[src/rtl/psum_ofifo_pkg.sv]
// Shared defaults and derived widths for the psum output FIFO.
// Column count, psum width and per-column depth live here so every file agrees.
package psum_ofifo_pkg;
   localparam int COL_DEF     = 8;
   localparam int BW_PSUM_DEF = 14;
   localparam int DEPTH_DEF   = 16;

   function automatic int psum_ptr_w(input int d);
      return (d > 1) ? $clog2(d) : 1;
   endfunction

   localparam int PTR_W_DEF = psum_ptr_w(DEPTH_DEF);
   localparam int CNT_W_DEF = PTR_W_DEF + 1;
endpackage

[src/rtl/psum_fifo_col.sv]
// One column of the psum output FIFO: circular storage, pointers, count.
// Head is a plain read of the current read pointer; the row register lives in the top.
module psum_fifo_col
   import psum_ofifo_pkg::*;
#(
   parameter int bw_psum = BW_PSUM_DEF,
   parameter int depth   = DEPTH_DEF
) (
   input  logic               clk,
   input  logic               reset,
   input  logic [bw_psum-1:0] din,
   input  logic               wr,
   input  logic               pop,
   output logic [bw_psum-1:0] head,
   output logic               full,
   output logic               empty,
   output logic               drop
);
   localparam int PW = psum_ptr_w(depth);
   localparam int CW = PW + 1;

   logic [bw_psum-1:0] mem [depth];
   logic [PW-1:0]      wptr, rptr;
   logic [CW-1:0]      cnt;
   logic               acc;

   assign full  = (cnt == CW'(depth));
   assign empty = (cnt == '0);
   // A full column still takes the write when the row pops in the same cycle.
   assign acc   = wr && (!full || pop);
   assign drop  = wr && !acc;
   assign head  = mem[rptr];

   always_ff @(posedge clk) begin
      if (!reset) begin
         wptr <= '0;
         rptr <= '0;
         cnt  <= '0;
      end else begin
         if (acc) wptr <= wptr + 1'b1;
         if (pop) rptr <= rptr + 1'b1;
         if (acc && !pop)      cnt <= cnt + 1'b1;
         else if (pop && !acc) cnt <= cnt - 1'b1;
      end
   end

   // Storage is not reset; entries are only read after being written.
   always_ff @(posedge clk) begin
      if (acc) mem[wptr] <= din;
   end
endmodule

[src/rtl/psum_ofifo.sv]
// Row-level psum output FIFO: col independent column FIFOs popped together,
// with a registered output row, a one-cycle out_valid pulse and a sticky overflow flag.
module psum_ofifo
   import psum_ofifo_pkg::*;
#(
   parameter int col     = COL_DEF,
   parameter int bw_psum = BW_PSUM_DEF,
   parameter int depth   = DEPTH_DEF
) (
   input  logic                     clk,
   input  logic                     reset,
   input  logic [col*bw_psum-1:0]   in,
   input  logic [col-1:0]           wr,
   input  logic                     rd,
   output logic                     o_valid,
   output logic                     o_full,
   output logic [col*bw_psum-1:0]   out,
   output logic                     out_valid,
   output logic                     o_overflow
);
   logic [col-1:0]         full, empty, drop;
   logic [col*bw_psum-1:0] head;
   logic                   pop;

   for (genvar i = 0; i < col; i++) begin : g_col
      psum_fifo_col #(
         .bw_psum (bw_psum),
         .depth   (depth)
      ) u_col (
         .clk   (clk),
         .reset (reset),
         .din   (in[i*bw_psum +: bw_psum]),
         .wr    (wr[i]),
         .pop   (pop),
         .head  (head[i*bw_psum +: bw_psum]),
         .full  (full[i]),
         .empty (empty[i]),
         .drop  (drop[i])
      );
   end

   // Flags come from the counts as they stand before this edge's update.
   assign o_valid = ~|empty;
   assign o_full  = |full;
   assign pop     = rd && o_valid;

   always_ff @(posedge clk) begin
      if (!reset) begin
         out        <= '0;
         out_valid  <= 1'b0;
         o_overflow <= 1'b0;
      end else begin
         out_valid <= pop;
         if (pop)   out        <= head;
         if (|drop) o_overflow <= 1'b1;
      end
   end
endmodule
[config.mk]
export PLATFORM = sky130hd
export DESIGN_NAME = psum_ofifo
export DESIGN_NICKNAME = d
export VERILOG_FILES = /design/src/rtl/psum_ofifo_pkg.sv /design/src/rtl/psum_fifo_col.sv /design/src/rtl/psum_ofifo.sv
export SDC_FILE = /design/constraint.sdc
export NUM_CORES = 2
export LEC_CHECK = 0
export CORE_ASPECT_RATIO = 1.1
export CORE_MARGIN = 2
export CORE_UTILIZATION = 48
export DETAILED_ROUTE_END_ITERATION = 8
export GPL_TIMING_DRIVEN = 0
export PLACE_DENSITY_LB_ADDON = 0.15
export SYNTH_ARGS = -nofsm -noshare
export SYNTH_HDL_FRONTEND = slang
export SYNTH_SLANG_ARGS = --single-unit
[constraint.sdc]
create_clock -name clk -period 10.6 [get_ports clk]
set_input_delay 1.06 -clock clk [delete_from_list [all_inputs] [get_ports clk]]
set_output_delay 1.06 -clock clk [all_outputs]
set_load 0.1 [all_outputs]
# Word-level counts from Yosys, hierarchy flattened
# Memories as Yosys holds them, arrays and structs flattened. A register that Yosys moved wholly into a read port is not among the register bits.
# Index checks and enable logic that the tools add are counted.
# classes
addsub	32
multipliers	0
div	0
magnitude_cmp	0
n_eq_ne	8
shifts	0
n_mux	32
bitwise	0
reduce_logical	86
# op_table
operator	n
$mux W5	16
$add A4 B1 Y4 const B	16
$add A5 B1 Y5 const B	8
$eq A5 B5 Y1 const B	8
$logic_not A5 Y1	8
$sub A5 B1 Y5 const B	8
$logic_and A1 B1 Y1	33
$logic_not A1 Y1	26
$reduce_or A8 Y1	3
$mux W1	16
$reduce_bool A2 Y1	8
$logic_or A1 B1 Y1	8
# word_totals
register_bits	106
latch_bits	0
mem_bits_rw	1792
rom_bits	0
in_bits	123
out_inout_bits	116
elab_cells	192
mem_count	8
# memory_table
name	words	width	read_ports	rd_ports_with_merged_regs	wr	line_no	rtl
g_col[0].u_col.mem	16	14	1	1	1	psum_fifo_col.sv:22	logic [bw_psum-1:0] mem [depth];
g_col[1].u_col.mem	16	14	1	1	1	psum_fifo_col.sv:22	
g_col[2].u_col.mem	16	14	1	1	1	psum_fifo_col.sv:22	
g_col[3].u_col.mem	16	14	1	1	1	psum_fifo_col.sv:22	
g_col[4].u_col.mem	16	14	1	1	1	psum_fifo_col.sv:22	
g_col[5].u_col.mem	16	14	1	1	1	psum_fifo_col.sv:22	
+2 memories	-	-	-	-	-	-	

# Logic depth before layout (Yosys ltp)
# logic_depth
ltp_word	10
ltp_mapped	16

# Hierarchy
# Synthesis repeated with hierarchy kept, for this count alone.
# hier_totals
hier_cells	4186
area_unflattened_um2	79197.2
# modules_own_cells
mod	n_inst	cells_each	area_per_inst_um2	seq_area_each_um2
psum_fifo_col at g_col[1].u_col ...	6	461	9331.4	7066.8
psum_fifo_col at g_col[0].u_col	1	462	9337.7	7066.8
psum_fifo_col at g_col[7].u_col	1	457	9332.7	7066.8
psum_ofifo	1	501	4538.1	2282.2

# Worst setup path after synthesis
# No wires, ideal clock.
# synth_path
path_type	input -> register
startpoint	input port rd
endpoint	register g_col[1].u_col.cnt[4]
setup_time_ns	0.115
t_arrival_ns	3.735
t_required_ns	10.485
slack_ns	6.750
stages	14
path_buffers	2
cell_sequence	clkbuf_1 > inv_1 > nor2_2 > inv_2 > clkbuf_1 > ha_1 > inv_1 > ha_1 > nor2b_1 > o21a_1 > or3_1 > a21oi_1 > xnor2_1 > and2_1
# synth_between
elab_chain_len	6
# synth_lines
item	line_no	rtl
from (decl)	psum_ofifo.sv:14	input logic rd,
$logic_and A1 B1 Y1 (*)	psum_ofifo.sv:45	assign pop = rd && o_valid;
$logic_or A1 B1 Y1	psum_fifo_col.sv:30	assign acc = wr && (!full || pop);
$logic_and A1 B1 Y1	psum_fifo_col.sv:30	
$logic_not A1 Y1	psum_fifo_col.sv:43	else if (pop && !acc) cnt <= cnt - 1'b1;
$logic_and A1 B1 Y1	psum_fifo_col.sv:43	
$reduce_bool A2 Y1 (no source line)	-	
to (signal assigned)	psum_fifo_col.sv:42	if (acc && !pop) cnt <= cnt + 1'b1;
to (signal assigned)	psum_fifo_col.sv:43	
to (decl)	psum_fifo_col.sv:24	logic [CW-1:0] cnt;
# Every way passes the cells marked *; elsewhere a longest branch is shown, timed or not.
# A chain may end at the register's enable or synchronous reset.

# Worst setup path in the final report
# layout_path
startpoint	register g_col[7].u_col.cnt[0]
endpoint	output port o_valid
# layout_between
elab_chain_len	3
# layout_lines
item	line_no	rtl
from (decl)	psum_fifo_col.sv:24	
from (signal assigned)	psum_fifo_col.sv:42	
from (signal assigned)	psum_fifo_col.sv:43	
$logic_not A5 Y1	psum_fifo_col.sv:28	assign empty = (cnt == '0);
$reduce_or A8 Y1	psum_ofifo.sv:43	assign o_valid = ~|empty;
$logic_not A1 Y1	psum_ofifo.sv:43	
to (decl)	psum_ofifo.sv:15	output logic o_valid,
# Every way passes these cells.

==> flow_metrics.env <==
export IMPL_port_buffers=228
export IMPL_yosysTopAreaCellShare=0.688
export IMPL_cts_made_buffers=198
export IMPL_synth_cell_types=46
export IMPL_dieArea_um2=166000
export IMPL_worstMarginPinSlew_ns=1.40
export IMPL_route_detailed_drc=0
export IMPL_vias=40000
export IMPL_antenna_found_initial=18
export IMPL_yosys_cell_count_top_type="edfxtp_1"
export IMPL_synthFlopType="edfxtp_1"
export IMPL_grt_pass1_wl_um=272000
export IMPL_maxSlewViolCount=0
export IMPL_clock_tree_root_cell="clkbuf_16"
export IMPL_yosys_area_top_type="edfxtp_1"
export IMPL_syn_avg_cell_area_um2=18.9
export IMPL_clk_pin_slew_ns=0.06
export IMPL_gp_congestion=0.793
export IMPL_synth_net_count=4344
export IMPL_critPathRequiredTime_ns=9.54
export IMPL_leakage_nw=28.7
export IMPL_hold_depth=2
export IMPL_ys_top_cells_by_area="edfxtp_1 (69%), mux4_2 (13%), dfxtp_1 (5.6%), a22oi_1 (2.2%), nand2_1 (2.0%)"
export IMPL_finalCritPeriodShare=0.506
export IMPL_first_iter_violations=3710
export IMPL_cpPeakStageDelay_ns=1.38
export IMPL_fin_util=0.561
export IMPL_core_area_um2=162000
export IMPL_timing_rr_end="g_col[1].u_col.cnt[4]$_SDFFE_PN0P_"
export IMPL_clockBufferDepth=3
export IMPL_grt_max_degree=18
export IMPL_skew_ns=0.0244
export IMPL_ioPinCount=239
export IMPL_postCtsHoldBufs=0
export IMPL_clock_latency_ns=0.85
export IMPL_crit_chain="nor4_1, a22o_1, or4_1, buf_4, buf_8, inv_2, clkdlybuf4s50_1"
export IMPL_worstHoldEndpoint="out[89]$_SDFFE_PN0P_"
export IMPL_grt_use_total=0.226
export IMPL_regToRegSetupSlack_ns=6.31
export IMPL_rsz0062_at_grt="false"
export IMPL_setup_viol=0
export IMPL_crit_buf_inv=4
export IMPL_grt_pass1_vias=40800
export IMPL_critPathSlowestCell="clkdlybuf4s50_1"
export IMPL_ir_worst_vdd_v=0.000144
export IMPL_ant_nets=0
export IMPL_crit_family="buffers and inverters"
export IMPL_powerDensity_nw_per_um2=204
export IMPL_start_util=0.483
export IMPL_hold_class="register to register"
export IMPL_ys_async_sr_fraction=0
export IMPL_period_minus_slack_ns=5.36
export IMPL_wire_per_inst_um=27.0
export IMPL_final_layout_size_suffix_gt1_frac=0.213
export IMPL_cts_sinks=2010
export IMPL_rows=155
export IMPL_synth_area_um2=78200
export IMPL_critPathArrivalTime_ns=4.30
export IMPL_routed_wl_um=187000
export IMPL_htree_levels=4
export IMPL_synth_edf_count=1792
export IMPL_ys_seq_area_frac=0.744
export IMPL_hold_path_startpoint="out[89]$_SDFFE_PN0P_"
export IMPL_crit_type="register to output port"
export IMPL_ys_seq_elements=2010
export IMPL_outcome="finished clean"
export IMPL_yosysWarnings=0
export IMPL_ctsResizeCount=0
export IMPL_cts_setup_buffers=0
export IMPL_synthTopCellsByCount="edfxtp_1 (1792), mux4_2 (448), nand2_1 (425), a22oi_1 (226), dfxtp_1 (218)"
export IMPL_fin_tns_setup_ns=0
export IMPL_syn_inst=4139
export IMPL_reg2reg_depth=16
export IMPL_crit_fanout=10
export IMPL_grt_overflow=0
export IMPL_slew_headroom=0.0644
export IMPL_start_kind="register"
export IMPL_crit_path_end_kind="output port"
export IMPL_r2r_start="g_col[7].u_col.cnt[0]$_SDFFE_PN0P_"
export IMPL_avgViaCountPerCell=5.77
export IMPL_hpwlAfterDp_um=125000
export IMPL_whs_ns=0.451
export IMPL_cap_violations=0
export IMPL_drtPass1Iterations=6
export IMPL_layout_nets=4849
export IMPL_hold_viol_final=0
export IMPL_die_x_um=389
export IMPL_dieHeight_um=427
export IMPL_fmax_mhz=186
export IMPL_cts_tree="done"
export IMPL_area_growth_pct=16.3
[sequential cells by signal, summed over array words and instances (netlist names)]
register          count
g_col.u_col.mem    1792
out                 112
g_col.u_col.cnt      40
g_col.u_col.rptr     32
g_col.u_col.wptr     32
o_overflow            1
out_valid             1
[per-stage QoR]
step | power (mW) | instance area, um2 | setup WS [ns] | instances
2_1_floorplan | 10.9 | 78200 | 6.75 | 4139
3_3_place_gp | 11.7 | 83100 | 4.91 | 6486
3_5_place_dp | 11.8 | 84500 | 5.86 | 6563
4_1_cts | 18.7 | 90900 | 5.17 | 6934
5_1_grt | 19.2 | 90900 | 5.13 | 6934
6_report | 18.5 | 90900 | 5.24 | 6942
[worst reg2reg max path, stage by stage (launching register included)]
cell and delay [ns]:
dfxtp_1 0.42, nor4_1 0.12, a22o_1 0.25, or4_1 0.52
buf_4 0.20, nor2_2 0.15, inv_2 0.06, clkbuf_2 0.53
ha_1 0.50, inv_1 0.15, ha_1 0.26, nor2b_1 0.13
o21a_1 0.17, or3_1 0.30, a21oi_1 0.18, xnor2_1 0.07
and2_1 0.14
[metal layers]
metal  track usage  vias up  routed length, um
li1              -    17500                  -
met1         0.309    21000              78200
met2         0.376     1265              92800
met3        0.0392      250              11700
met4        0.0652       12               4270
met5       0.00260        -                135
[kinds of logic after synthesis]
family | Yosys count | synth area share
DFF | 2010 | 0.744
and+or+nand+nor | 783 | 0.0451
muxes | 462 | 0.131
AOI/OAI and AO/OA | 456 | 0.0434
buffers and inverters | 282 | 0.0152
adders and majority gates | 82 | 0.0139
xor gates and xnor gates | 64 | 0.00717
[report_power, final]
group	internal, mW	total [mW]	switching, mW
Sequential	8.99	9.15	0.160
Clock	3.90	6.87	2.97
Combinational	0.947	2.49	1.54
Total	13.8	18.5	4.67
[placed cells by master, fill, tap and decap left out, drive strengths merged, types with 17 or more instances in the layout]
cell type and n:
a22oi 226, dfxtp 218, inv 56, ha 74, edfxtp 1792, mux4 448
nand2 425, clkinv 74, a21boi 126, o21ai 52, clkbuf 408, a21oi 17
and2 66, buf 172, clkdlybuf4s50 228, nor2 107, xnor2 56, nand3 59
nor3 41, nor2b 33
[how the worst max path moves through the flow]
stage,to,slack (ns),from,cells past startpoint
6_report,o_valid,5.24,g_col[7].u_col.cnt[0]$_SDFFE_PN0P_,7
2_1_floorplan,g_col[1].u_col.cnt[4]$_SDFFE_PN0P_,6.75,rd,14
3_3_place_gp,g_col[7].u_col.mem[2][9]$_DFFE_PP_,4.91,rd,6
3_5_place_dp,g_col[7].u_col.mem[10][11]$_DFFE_PP_,5.86,rd,6
4_1_cts,o_valid,5.17,g_col[7].u_col.cnt[0]$_SDFFE_PN0P_,7
5_1_grt,o_valid,5.13,g_col[7].u_col.cnt[0]$_SDFFE_PN0P_,7
[final cells by class]
type | instances | area [um2]
clock buffer | 268 | 5370
fill | 12300 | 71000
multi-input combinational | 1847 | 19200
timing repair buffer | 305 | 3320
inverter | 47 | 176
buffer | 235 | 1010
antenna | 8 | 20.0
sequential | 2010 | 58200
clock inverter | 103 | 973
tap | 2119 | 2650
(Power assumes the default switching activity.)
